[config.mk]
export PLATFORM = sky130hd
export DESIGN_NAME = cc_driver_hit
export DESIGN_NICKNAME = d
export VERILOG_FILES = /design/src/rtl/game_pkg.sv /design/src/rtl/matrix_scan.sv /design/src/rtl/cc_driver_hit.sv
export SDC_FILE = /design/constraint.sdc
export NUM_CORES = 1
export LEC_CHECK = 0
export ABC_AREA = 1
export BUFFER_PORTS_ARGS = -buffer_cell sky130_fd_sc_hd__buf_2
export CAP_MARGIN = 30
export CORE_UTILIZATION = 45
export DETAILED_ROUTE_END_ITERATION = 7
export HOLD_SLACK_MARGIN = 0.15
export PLACE_DENSITY = 0.81
export SETUP_SLACK_MARGIN = 0.05
export SYNTH_ARGS = -nofsm -noshare
export SYNTH_HDL_FRONTEND = slang
export SYNTH_SLANG_ARGS = --single-unit
[constraint.sdc]
create_clock -name clock -period 1.6 [get_ports clock]
set_clock_uncertainty 0.15 [all_clocks]
set_input_delay 0.08 -clock clock [delete_from_list [all_inputs] [get_ports clock]]
set_output_delay 0.08 -clock clock [all_outputs]
set_load 0.02 [all_outputs]
[src/rtl/game_pkg.sv]
// Shared types and constants for the 8x8 flap game core.
package game_pkg;
  localparam int MATRIX_DIM = 8;
  localparam int BIRD_COL   = 6;
  localparam int START_ROW  = 4;

  typedef logic [MATRIX_DIM-1:0][MATRIX_DIM-1:0] matrix_t;
endpackage

[src/rtl/matrix_scan.sv]
// Row scanner: drives one matrix row per cycle from the red/green frames.
module matrix_scan (
  input  logic            clock,
  input  logic            reset,
  input  logic [7:0][7:0] red,
  input  logic [7:0][7:0] green,
  output logic [7:0]      red_driver,
  output logic [7:0]      green_driver,
  output logic [7:0]      row_sink
);
  import game_pkg::*;

  logic       run_q;
  logic [2:0] scan_q;
  logic [7:0] red_col;
  logic [7:0] green_col;
  logic [7:0] red_drv_q;
  logic [7:0] green_drv_q;
  logic [7:0] sink_q;

  genvar gi;
  generate
    for (gi = 0; gi < MATRIX_DIM; gi++) begin : g_col
      assign red_col[gi]   = red[gi][scan_q];
      assign green_col[gi] = green[gi][scan_q];
    end
  endgenerate

  // The first edge after reset release only arms the scanner, so row 0
  // reaches the pins on the second edge.
  always_ff @(posedge clock or negedge reset) begin
    if (!reset) begin
      run_q       <= 1'b0;
      scan_q      <= 3'd0;
      red_drv_q   <= 8'h00;
      green_drv_q <= 8'h00;
      sink_q      <= 8'hFF;
    end else begin
      run_q <= 1'b1;
      if (run_q) begin
        scan_q      <= scan_q + 3'd1;
        red_drv_q   <= red_col;
        green_drv_q <= green_col;
        sink_q      <= ~(8'd1 << scan_q);
      end
    end
  end

  assign red_driver   = red_drv_q;
  assign green_driver = green_drv_q;
  assign row_sink     = sink_q;
endmodule

[src/rtl/cc_driver_hit.sv]
// Flap game core: dot position, gravity, press handling, crash detection,
// and matrix scan-out.
module cc_driver_hit #(
  parameter int FALL_DIV  = 256,
  parameter int START_ROW = game_pkg::START_ROW,
  parameter int BIRD_COL  = game_pkg::BIRD_COL
) (
  input  logic            clock,
  input  logic            reset,
  input  logic            press,
  input  logic [7:0][7:0] red,
  output logic [7:0][7:0] green,
  output logic            crash,
  output logic [7:0]      red_driver,
  output logic [7:0]      green_driver,
  output logic [7:0]      row_sink
);
  import game_pkg::*;

  localparam int FW = (FALL_DIV > 1) ? $clog2(FALL_DIV) : 1;

  logic [2:0]    pos_q,   pos_d;
  logic [FW-1:0] fall_q,  fall_d;
  logic          crash_q, crash_d;
  matrix_t       green_d;
  logic          fall_tick;
  logic          pipe_hit;

  always_comb begin
    green_d = '0;
    green_d[BIRD_COL][pos_q] = 1'b1;
  end

  assign fall_tick = (fall_q == FW'(FALL_DIV - 1));
  assign pipe_hit  = |(red & green_d);

  // Press beats a gravity step; once crashed everything freezes.
  always_comb begin
    pos_d   = pos_q;
    fall_d  = fall_q;
    crash_d = crash_q;
    if (!crash_q) begin
      if (pipe_hit) crash_d = 1'b1;
      if (press) begin
        if (pos_q != 3'd7) pos_d = pos_q + 3'd1;
        fall_d = '0;
      end else if (fall_tick) begin
        fall_d = '0;
        if (pos_q != 3'd0) pos_d = pos_q - 3'd1;
        else               crash_d = 1'b1;
      end else begin
        fall_d = fall_q + FW'(1);
      end
    end
  end

  always_ff @(posedge clock or negedge reset) begin
    if (!reset) begin
      pos_q   <= 3'(START_ROW);
      fall_q  <= '0;
      crash_q <= 1'b0;
    end else begin
      pos_q   <= pos_d;
      fall_q  <= fall_d;
      crash_q <= crash_d;
    end
  end

  assign green = green_d;
  assign crash = crash_q;

  matrix_scan u_scan (
    .clock        (clock),
    .reset        (reset),
    .red          (red),
    .green        (green_d),
    .red_driver   (red_driver),
    .green_driver (green_driver),
    .row_sink     (row_sink)
  );
endmodule

==> results of run 1 <==
through the flow:
stage / instance area [um^2] / setup WS, ns / util / total power, W / hold slack [ns]
global route: 3960 / 0.0130 / 0.660 / 0.00506 / 0.185
CTS: 3830 / 0.0600 / 0.640 / 0.00457 / 0.159
detailed placement: 3090 / 0.125 / 0.516 / 0.00362 / -0.0776
floorplan: 3040 / 0.172 / - / 0.00322 / -0.366
global placement: 3090 / 0.173 / 0.516 / 0.00354 / -0.0847
finish: 3960 / 0.0612 / 0.661 / 0.00474 / 0.146
flip-flops by register name, summed over array words and instances, names as in the netlist:
signal,count
u_scan.run_q,1
fall_q,8
u_scan.row_sink,8
u_scan.green_driver,1
u_scan.red_driver,8
pos_q,3
u_scan.scan_q,3
crash,1
timing repair:
item                       in CTS  in global routing
hold buffers                   62                  0
pin swaps                       0                  6
hold endpoints to repair       46                  0
setup buffers                   1                  3
resized for setup               2                 35
setup endpoints to repair       2                 22
where the power goes:
group          switching, W  internal [W]
clock              0.000322      0.000508
sequential         0.000199       0.00110
combinational       0.00164      0.000969
total               0.00216       0.00258
worst max-delay path, delay by kind of cell, from the launching register on:
kind / cells / cell delay [ns]
flip-flops: 1 / 0.62
AND/OR/NAND/NOR: 1 / 0.16
buffers and inverters: 2 / 0.25
cells by family (layout without fill, tap and decap cells):
kind of cell               after synthesis  count (layout)  share of synthesized area
xor gates and xnor gates                 5               5                     0.0156
AOI/OAI and AO/OA                       65              65                      0.138
and+or+nand+nor                        161             161                      0.243
buffers and inverters                  113             212                      0.265
adders and majority gates                8               8                     0.0383
DFF                                     33              33                      0.298
other                                    2              65                    0.00267
placed cells by master (no fill, tap or decap), drive strengths merged:
cell type / instances
nor3: 5
clkinv: 1
bufinv: 1
o22ai: 1
dfstp: 9
dlygate4sd3: 62
nor2: 58
inv: 32
xor2: 4
clkbuf: 7
fa: 1
dfrtp: 24
xnor2: 1
conb: 64
a21oi: 13
o211ai: 16
buf: 109
ha: 7
o21bai: 1
o21ai: 34
nand4: 1
nand3: 34
nand2: 63
diode: 1
final timing paths:
| kind | from | end | slack [ns] | cells past startpoint |
|---|---|---|---|---|
| min in group asynchronous | reset | u_scan.green_driver[6] | 0.23 | 3 |
| setup reg to reg | pos_q[2] | crash | 0.07 | 7 |
| hold reg to reg | u_scan.red_driver[2] | u_scan.red_driver[2] | 0.33 | 2 |
| hold / removal | red[10] | u_scan.red_driver[1] | 0.15 | 7 |
| max in group asynchronous | reset | pos_q[0] | 0.16 | 3 |
| setup / recovery | pos_q[2] | green[53] | 0.06 | 3 |
per-layer routing:
layer / share of wire / up-vias
met4: 0.061 / 0
met3: 0.079 / 62
met5: 0 / -
met2: 0.48 / 258
li1: - / 1442
met1: 0.38 / 1450
final cells by class:
| type | instances | area, um^2 | area share |
|---|---|---|---|
| tap | 75 | 93.8 | 0.0237 |
| multi-input combinational | 303 | 1530 | 0.387 |
| antenna | 1 | 2.50 | 0.000632 |
| inverter | 33 | 134 | 0.0338 |
| clock buffer | 7 | 86.3 | 0.0218 |
| timing repair buffer | 171 | 1240 | 0.313 |
| clock inverter | 1 | 30.0 | 0.00759 |
| sequential | 33 | 841 | 0.212 |
==> results.md, run 1 <==
* Mapped Cells at 387
* Worst VDD drop at 0.811 mV
* Total power per unit cell area at 1200 nW/um^2
* Synthesized area per cell at 7.26 um^2
* Root buffer cell: clkbuf_8
* Vias in the first global route at 2915
* Clock Path Buffers at 2
* WL final at 9.02 mm
* WS Path Type: reg2out
* Leak Pwr at 2.06 nW
* Async SR Flop Fraction at 1.00
* Die X at 81.0 um
* GR Util met2 at 0.453
* Critical Path End Type: primary output
* Area leader, netlist: dfrtp_1
* Max-Cap Viols at 0
* DRC at 0
* Crit-path slowest cell: dfstp_2
* Global Route Usage Sum at 0.274
* Global routing's busiest layer: met2
* Required @ worst endpoint at 1.37 ns
* Num CTS Buffers at 5
* Pins Over Slew Limit at 0
* Post-route ant nets at 0
* Clk_lat worst skew at 0.29 ns
* Starting Density at 0.469
* Fin cells at 624
* Number of flops mapped to enable cells by yosys at 0
* Post-DP HPWL at 5.44 mm
* CTS Sinks at 33
* Largest cells by area after synthesis: dfrtp_1, buf_4, dfstp_2
* WP data arrival at 1.31 ns
* M1 GR Usage at 0.331
* TritonCTS clock tree: built
* CP Max Fanout at 6
* Fillcell total at 447
* Mean number of vias per cell at 5.15
* I/O pin count at 156
* DR pass1 iterations at 5
* TNS Setup at 0 ns
* Startpoint Class: register
* Total Die Area at 6570 um^2
* Fraction of layout cells with a size suffix above 1 at 0.299
* Largest net degree at the start of global routing at 32
* # setup viols final at 0
* Starting DRT DRC Count at 363
* Hold WC Path Type: in2reg
* Placed cell count at 549
* RSZ-0062 raised after global routing: yes
* CP peak stage delay at 0.62 ns
* Post-synthesis sequential area ratio at 0.298
* First-pass GRT wire length at 13.6 mm
* Min Tclk post-route at 1.54 ns
* Synth unique cells at 32
* Synthesis-to-finish area growth at 40.8%
* Clock-pin slew on the worst setup and hold paths at 0.07 ns
* H-Tree Depth at 2
* Port Buf Inserts at 92
* Routability congestion estimate at 0.949
* Tcrit/Tclk final at 0.962
* Post-Syn Area at 2810 um^2
* Status: complete, no violations
* Initial antenna violation count at 0
* #FFs+latches synth at 33
* Fmax at 650 MHz
* Hold Vio Cnt, Final at 0
* Core Region at 5990 um^2
* Most common cell in the netlist: buf_4
* Most frequent cells after synthesis: buf_4, nand2_1, nor2_1
* Most used DFF post-synth: dfrtp_1
* Wire per inst at 14.5 um
* Synth top area share at 0.214
* YS warnings at 0
* Critical Path, Cell by Cell: nand3_1, inv_1, buf_2
* GR Util met3 at 0.0472
* FP Rows at 28
* Vias at 3212
* Grt total ovfl at 0
* Die Y at 81.0 um
* Nets at 622
No activity file was read; power rests on OpenSTA's default activity.
==> run 2, diff against run 1 <==
--- a/config.mk
+++ b/config.mk
@@ -12,6 +12,7 @@
 export DETAILED_ROUTE_END_ITERATION = 7
 export HOLD_SLACK_MARGIN = 0.15
 export PLACE_DENSITY = 0.81
+export RECOVER_POWER = 50
 export SETUP_SLACK_MARGIN = 0.05
 export SYNTH_ARGS = -nofsm -noshare
 export SYNTH_HDL_FRONTEND = slang
==> run 2 against run 1 <==
Net effect: first-iteration DRC count grew 20%; global-route usage is the same; die area is the same; critical path type unchanged; largest power group unchanged.
==> results.md, run 2 (synthesis results as in run 1) <==
* Status: complete, no violations
* Synthesis-to-finish area growth at 39.3%
* Clk_lat worst skew at 0.29 ns (about the same)
* Hold WC Path Type: in2reg
* Core Region at 5990 um^2 (unchanged)
* Max_slew headroom at 0.396
* Vias at 3208 (-0.12%)
* Root buffer cell: clkbuf_8
* Starting DRT DRC Count at 436 (+20%)
* Total power per unit cell area at 1200 nW/um^2 (+0.28%)
* Die Y at 81.0 um (unchanged)
* Leak Pwr at 2.00 nW (-2.6%)
* First-pass GRT wire length at 13.6 mm (unchanged)
* Total Die Area at 6570 um^2 (unchanged)
* H-Tree Depth at 2 (unchanged)
* Switch Pwr at 0.00218 W (+0.78%)
* Net Sw Frac at 0.463 (+0.00729)
* CTS Sinks at 33 (unchanged)
* Worst VDD drop at 0.810 mV (-0.21%)
* Most common cell after layout, fill and taps aside: buf_2
* TritonCTS clock tree: built
* Nets at 622 (unchanged)
* Layout Utilization at 0.654 (-0.00710)
* WS Path Type: reg2out
* Commonest cells after routing, fill and taps aside: buf_2, conb_1, dlygate4sd3_1, nand2_1, nor2_1
* RSZ-0062 raised after global routing: yes
* DRC at 0 (unchanged)
* Largest net degree at the start of global routing at 32 (unchanged)
* Fmax at 650 MHz (about the same)
* Critical Path End Type: primary output
* FP Rows at 28 (unchanged)
* WP data arrival at 1.31 ns (about the same)
* Required @ worst endpoint at 1.37 ns (about the same)
* Num CTS Buffers at 5 (unchanged)
* Vias in the first global route at 2915 (unchanged)
* Clock Path Buffers at 2 (unchanged)
* Mean number of vias per cell at 5.14 (-0.12%)
* Hold Vio Cnt, Final at 0 (unchanged)
* Grt total ovfl at 0 (unchanged)
* Slew @ Worst Pin at 0.906 ns
* Int Pwr at 0.00253 W (-2.1%)
* TNS Setup at 0 ns (unchanged)
* # setup viols final at 0 (unchanged)
* Max-Cap Viols at 0 (unchanged)
* Starting Density at 0.469 (unchanged)
* WL final at 9.09 mm (+0.75%)
* Startpoint Class: register
* Min Tclk post-route at 1.54 ns (-0.00103 ns)
* Clock-pin slew on the worst setup and hold paths at 0.07 ns (about the same)
* Total design power at 0.00470 W (-0.80%)
* Post-DP HPWL at 5.44 mm (unchanged)
* Wire per inst at 14.6 um (+0.75%)
* CP Max Fanout at 6 (unchanged)
* Die X at 81.0 um (unchanged)
* Port Buf Inserts at 92 (unchanged)
* I/O pin count at 156 (unchanged)
* Routability congestion estimate at 0.949 (unchanged)
* Initial antenna violation count at 0 (unchanged)
* Pins Over Slew Limit at 0 (unchanged)
* DR pass1 iterations at 5 (unchanged)
* Tcrit/Tclk final at 0.961 (about the same)
* Post-route ant nets at 0 (unchanged)
* Fraction of layout cells with a size suffix above 1 at 0.263 (-0.0365)
* Comb pwr share at 0.545 (-0.005)
* Clk pwr share at 0.176 (about the same)
* Sequential Power Share at 0.278 (+0.003)
* Global Route Usage Sum at 0.274 (unchanged)
-- run 2: final cells by class --
cell class | count | area [um^2]
diodes | 1 | 2.50
clock buffers | 7 | 86.3
clock inverters | 1 | 30.0
fillers | 463 | 2070
inverters | 33 | 134
multi-input cells | 303 | 1530
flip-flops and latches | 33 | 841
well taps | 75 | 93.8
repair buffers | 171 | 1190
-- run 2: power by group through the flow --
| stage | Sequential (W) | Combinational [W] | Clock [W] |
|---|---|---|---|
| after floorplan | 0.00146 | 0.00175 | 0 |
| after global placement | 0.00129 | 0.00225 | 0 |
| after detailed placement | 0.00130 | 0.00232 | 0 |
| after CTS | 0.00128 | 0.00245 | 0.000830 |
| after global routing | 0.00134 | 0.00280 | 0.000870 |
| final | 0.00131 | 0.00257 | 0.000829 |
-- run 2: what timing repair did --
action	CTS	global route
endpoints found under the hold margin	46	0
pin swaps	0	6
gates resized for setup	2	35
hold buffers	62	0
endpoints found under the setup margin	2	22
buffers inserted	1	3
gates cloned	0	0
-- run 2: critical path, stage by stage, from the launching register on --
cell,delay (ns)
dfstp_2,0.62
nand3_1,0.16
inv_1,0.09
buf_2,0.16
-- run 2: stage by stage --
stage / cells / hold WS (ns) / setup WS (ns) / cell area [um^2]
floorplan: 449 / -0.366 / 0.172 / 3040
global placement: 549 / -0.0847 / 0.173 / 3090
detailed placement: 549 / -0.0776 / 0.125 / 3090
CTS: 620 / 0.159 / 0.0600 / 3830
global route: 623 / 0.185 / 0.0130 / 3910
finish: 624 / 0.145 / 0.0623 / 3920
-- run 2: worst paths after layout --
check | from | end | slack (ns) | cells past startpoint
worst max-delay path | pos_q[2] | green[53] | 0.06 | 3
worst min-delay path | red[10] | u_scan.red_driver[1] | 0.14 | 7
worst max register to register | pos_q[2] | crash | 0.07 | 7
worst min register to register | u_scan.red_driver[2] | u_scan.red_driver[2] | 0.34 | 2
max in group asynchronous | reset | u_scan.scan_q[0] | 0.17 | 3
min in group asynchronous | reset | pos_q[2] | 0.22 | 2
-- run 2: metal layers --
metal	global-route usage	up-vias	wire length (um)
met5	0	-	0
met4	0.166	0	497
met3	0.0472	62	677
met2	0.453	258	4430
met1	0.331	1445	3490
li1	-	1443	-
==> run 3, diff against run 2 <==
--- a/config.mk
+++ b/config.mk
@@ -8,10 +8,10 @@
 export ABC_AREA = 1
 export BUFFER_PORTS_ARGS = -buffer_cell sky130_fd_sc_hd__buf_2
 export CAP_MARGIN = 30
-export CORE_UTILIZATION = 45
+export CORE_UTILIZATION = 31
 export DETAILED_ROUTE_END_ITERATION = 7
 export HOLD_SLACK_MARGIN = 0.15
-export PLACE_DENSITY = 0.81
+export PLACE_DENSITY = 0.62
 export RECOVER_POWER = 50
 export SETUP_SLACK_MARGIN = 0.05
 export SYNTH_ARGS = -nofsm -noshare
==> constraint.sdc (replaced) <==
create_clock -name clock -period 1.3 [get_ports clock]
set_clock_uncertainty 0.15 [all_clocks]
set_input_delay 0.065 -clock clock [delete_from_list [all_inputs] [get_ports clock]]
set_output_delay 0.065 -clock clock [all_outputs]
set_load 0.02 [all_outputs]
==> run 3 against run 2 <==
Net effect: the run now ends with setup timing left; sequential power grew 24%; clock power is 24% higher; global-route usage shrank 5.2 points; via count rose by 5.0%; setup slack got worse by 0.39 ns; hold slack better by 0.014 ns; power increased by 56%; register-to-register slack lost 0.40 ns; count of clock-buffer cells in the layout unchanged; non-clock buffer count up 55; die area up 44%; critical path type unchanged.
==> results.md, run 3 (synthesis results as in run 1) <==
* Largest net degree at the start of global routing at 34 (+6.3%)
* CTS Sinks at 33 (unchanged)
* Total design power at 0.00735 W (+56%)
* Clock-pin slew on the worst setup and hold paths at 0.07 ns (about the same)
* Hold WC Path Type: in2reg
* WP data arrival at 1.42 ns (+0.11 ns)
* WL final at 10.8 mm (+19%)
* GR Util met2 at 0.399 (-0.0537)
* RSZ-0062 raised after global routing: yes
* Total Die Area at 9450 um^2 (+44%)
* Top delay family on crit path: flip-flops
* Failing checks: setup timing
* Routability congestion estimate at 0.836 (-12%)
* Leak Pwr at 2.41 nW (+20%)
* Placed cell count at 612 (+11%)
* Root buffer cell: clkbuf_8
* Setup WS post-layout at -0.331 ns (-0.393 ns)
* CP Max Fanout at 6 (unchanged)
* Hold Vio Cnt, Final at 0 (unchanged)
* Commonest cells after routing, fill and taps aside: buf_2, conb_1, dlygate4sd3_1, nand2_1, nor2_1
* Max-Cap Viols at 0 (unchanged)
* Crit path from: pos_q[2]
* Pins Over Slew Limit at 0 (unchanged)
* Die X at 97.2 um (+20%)
* Nets at 678 (+9.0%)
* Int Pwr at 0.00409 W (+62%)
* Critical Path End Type: primary output
* Comb pwr share at 0.637 (+0.092)
* Most common cell after layout, fill and taps aside: buf_2
* Vias in the first global route at 3463 (+19%)
* Clock Path Buffers at 2 (unchanged)
* Crit-path slowest cell: dfstp_2
* H-Tree Depth at 2 (unchanged)
* Grt total ovfl at 0 (unchanged)
* Cell depth of the worst setup path at 5 (+2)
* Mean number of vias per cell at 4.72 (-8.2%)
* Net Sw Frac at 0.443 (-0.0200)
* Core Region at 8760 um^2 (+46%)
* # setup viols final at 33 (+33)
* M1 GR Usage at 0.240 (-0.0911)
* Sequential Power Share at 0.222 (-0.056)
* FF-to-FF setup slack at -0.33 ns (-0.40 ns)
* FP Rows at 34 (+21%)
* Required @ worst endpoint at 1.09 ns (-0.28 ns)
* I/O pin count at 156 (unchanged)
* Fin cells at 714 (+14%)
* TritonCTS clock tree: built
* Total power per unit cell area at 1500 nW/um^2 (+25%)
* DR pass1 iterations at 4 (-1)
* Synthesis-to-finish area growth at 74.7%
* Vias at 3368 (+5.0%)
* Die Y at 97.2 um (+20%)
* Fraction of layout cells with a size suffix above 1 at 0.424 (+0.161)
* Reg2Reg Depth at 8 (+1)
* Post-route ant nets at 0 (unchanged)
* WS Path Type: reg2out
* Wire per inst at 15.2 um (+4.0%)
* Num CTS Buffers at 5 (unchanged)
* Startpoint Class: register
* Switch Pwr at 0.00325 W (+49%)
* CP Capture Point: green[48]
* Clk_lat worst skew at 0.29 ns (about the same)
* DRC at 0 (unchanged)
* Global routing's busiest layer: met2
* Tcrit/Tclk final at 1.25
* GR Util met3 at 0.0381 (-0.00906)
* Initial antenna violation count at 2 (+2)
* First-pass GRT wire length at 16.6 mm (+23%)
* Reg2reg start: pos_q[2]
* CP peak stage delay at 0.65 ns (+0.03 ns)
* Critical Path, Cell by Cell: inv_4, nand3_4, inv_4, buf_6, buf_6
* Status: complete, but fails checks
* Fmax at 613 MHz
* Starting Density at 0.321 (-0.148)
* Port Buf Inserts at 92 (unchanged)
* Reg2reg end: pos_q[0]
* Starting DRT DRC Count at 163 (-63%)
* Min Tclk post-route at 1.63 ns
* Worst Path Buf+Inv at 4 (+2)
* Post-DP HPWL at 6.00 mm (+10%)
* Worst VDD drop at 0.669 mV (-17%)
* Global Route Usage Sum at 0.222 (-0.0522)
* Clk pwr share at 0.141 (-0.035)
-- run 3: changes by cell type in the layout (fill, tap and decap cells not counted), moves of 7 or more --
| cell | previous run | this run |
|---|---|---|
| a21oi_1 | 13 | 2 |
| a21oi_2 | 0 | 11 |
| buf_4 | 19 | 42 |
| buf_6 | 1 | 27 |
| clkbuf_1 | 21 | 10 |
| ha_4 | 0 | 7 |
| nor2_1 | 54 | 43 |
| o21ai_0 | 14 | 6 |
| o21ai_2 | 1 | 8 |
-- run 3: worst min-delay path by stage --
stage | from | end | slack [ns] | cells past startpoint
final | red[46] | u_scan.red_driver[5] | 0.16 | 7
after global routing | red[30] | u_scan.red_driver[3] | 0.21 | 7
after CTS | red[46] | u_scan.red_driver[5] | 0.15 | 7
after detailed placement | reset | fall_q[1] | -0.11 | 2
after global placement | reset | pos_q[1] | -0.12 | 2
after floorplan | reset | crash | -0.38 | 0
-- run 3: power by group through the flow --
stage / Combinational [W] / Sequential (W) / Clock [W]
after floorplan: 0.00228 / 0.00181 / 0
after global placement: 0.00310 / 0.00160 / 0
after detailed placement: 0.00315 / 0.00161 / 0
after CTS: 0.00432 / 0.00161 / 0.00105
after global routing: 0.00506 / 0.00167 / 0.00109
final: 0.00468 / 0.00163 / 0.00103
-- run 3: stage by stage --
stage                     utilization  cell area, um^2  TNS, ns  worst slack, ns  hold WS [ns]
after floorplan                     -             3120   -0.307          -0.0794        -0.381
after global placement          0.392             3440    -1.98           -0.148        -0.116
after CTS                       0.541             4740    -5.23           -0.327         0.152
after detailed placement        0.392             3440    -2.72           -0.197        -0.110
after global routing            0.560             4910    -8.17           -0.394         0.213
final                           0.560             4910    -6.03           -0.331         0.159
-- run 3: worst reg2reg max path, stage by stage (launching register included) --
cell and delay [ns]:
dfstp_2 0.65, inv_4 0.09, nand3_4 0.12, inv_4 0.05, buf_6 0.11, o22ai_4 0.14, nand2_2 0.09, nand2_1 0.07
nand2_1 0.05
-- run 3: final cells by class --
class	instances	area [um^2]
clock buffer	7	86.3
antenna	2	5.00
clock inverter	1	30.0
inverter	33	140
tap	108	135
multi-input combinational	303	1810
sequential	33	841
timing repair buffer	226	1860
timing repair inverter	1	8.76
fill	731	3850
-- run 3: per-layer routing --
| metal | up-vias | wire (um) |
|---|---|---|
| li1 | 1562 | - |
| met1 | 1559 | 4120 |
| met2 | 191 | 5420 |
| met3 | 56 | 654 |
| met4 | 0 | 619 |
| met5 | - | 0 |
-- run 3: what timing repair did --
item                                    in CTS  in global routing
endpoints found under the setup margin      38                 46
pin swaps                                   34                 20
hold endpoints to repair                    46                  0
gates resized for setup                     93                 32
hold buffers                                64                  0
cloned                                       5                  2
setup buffers                               19                  6
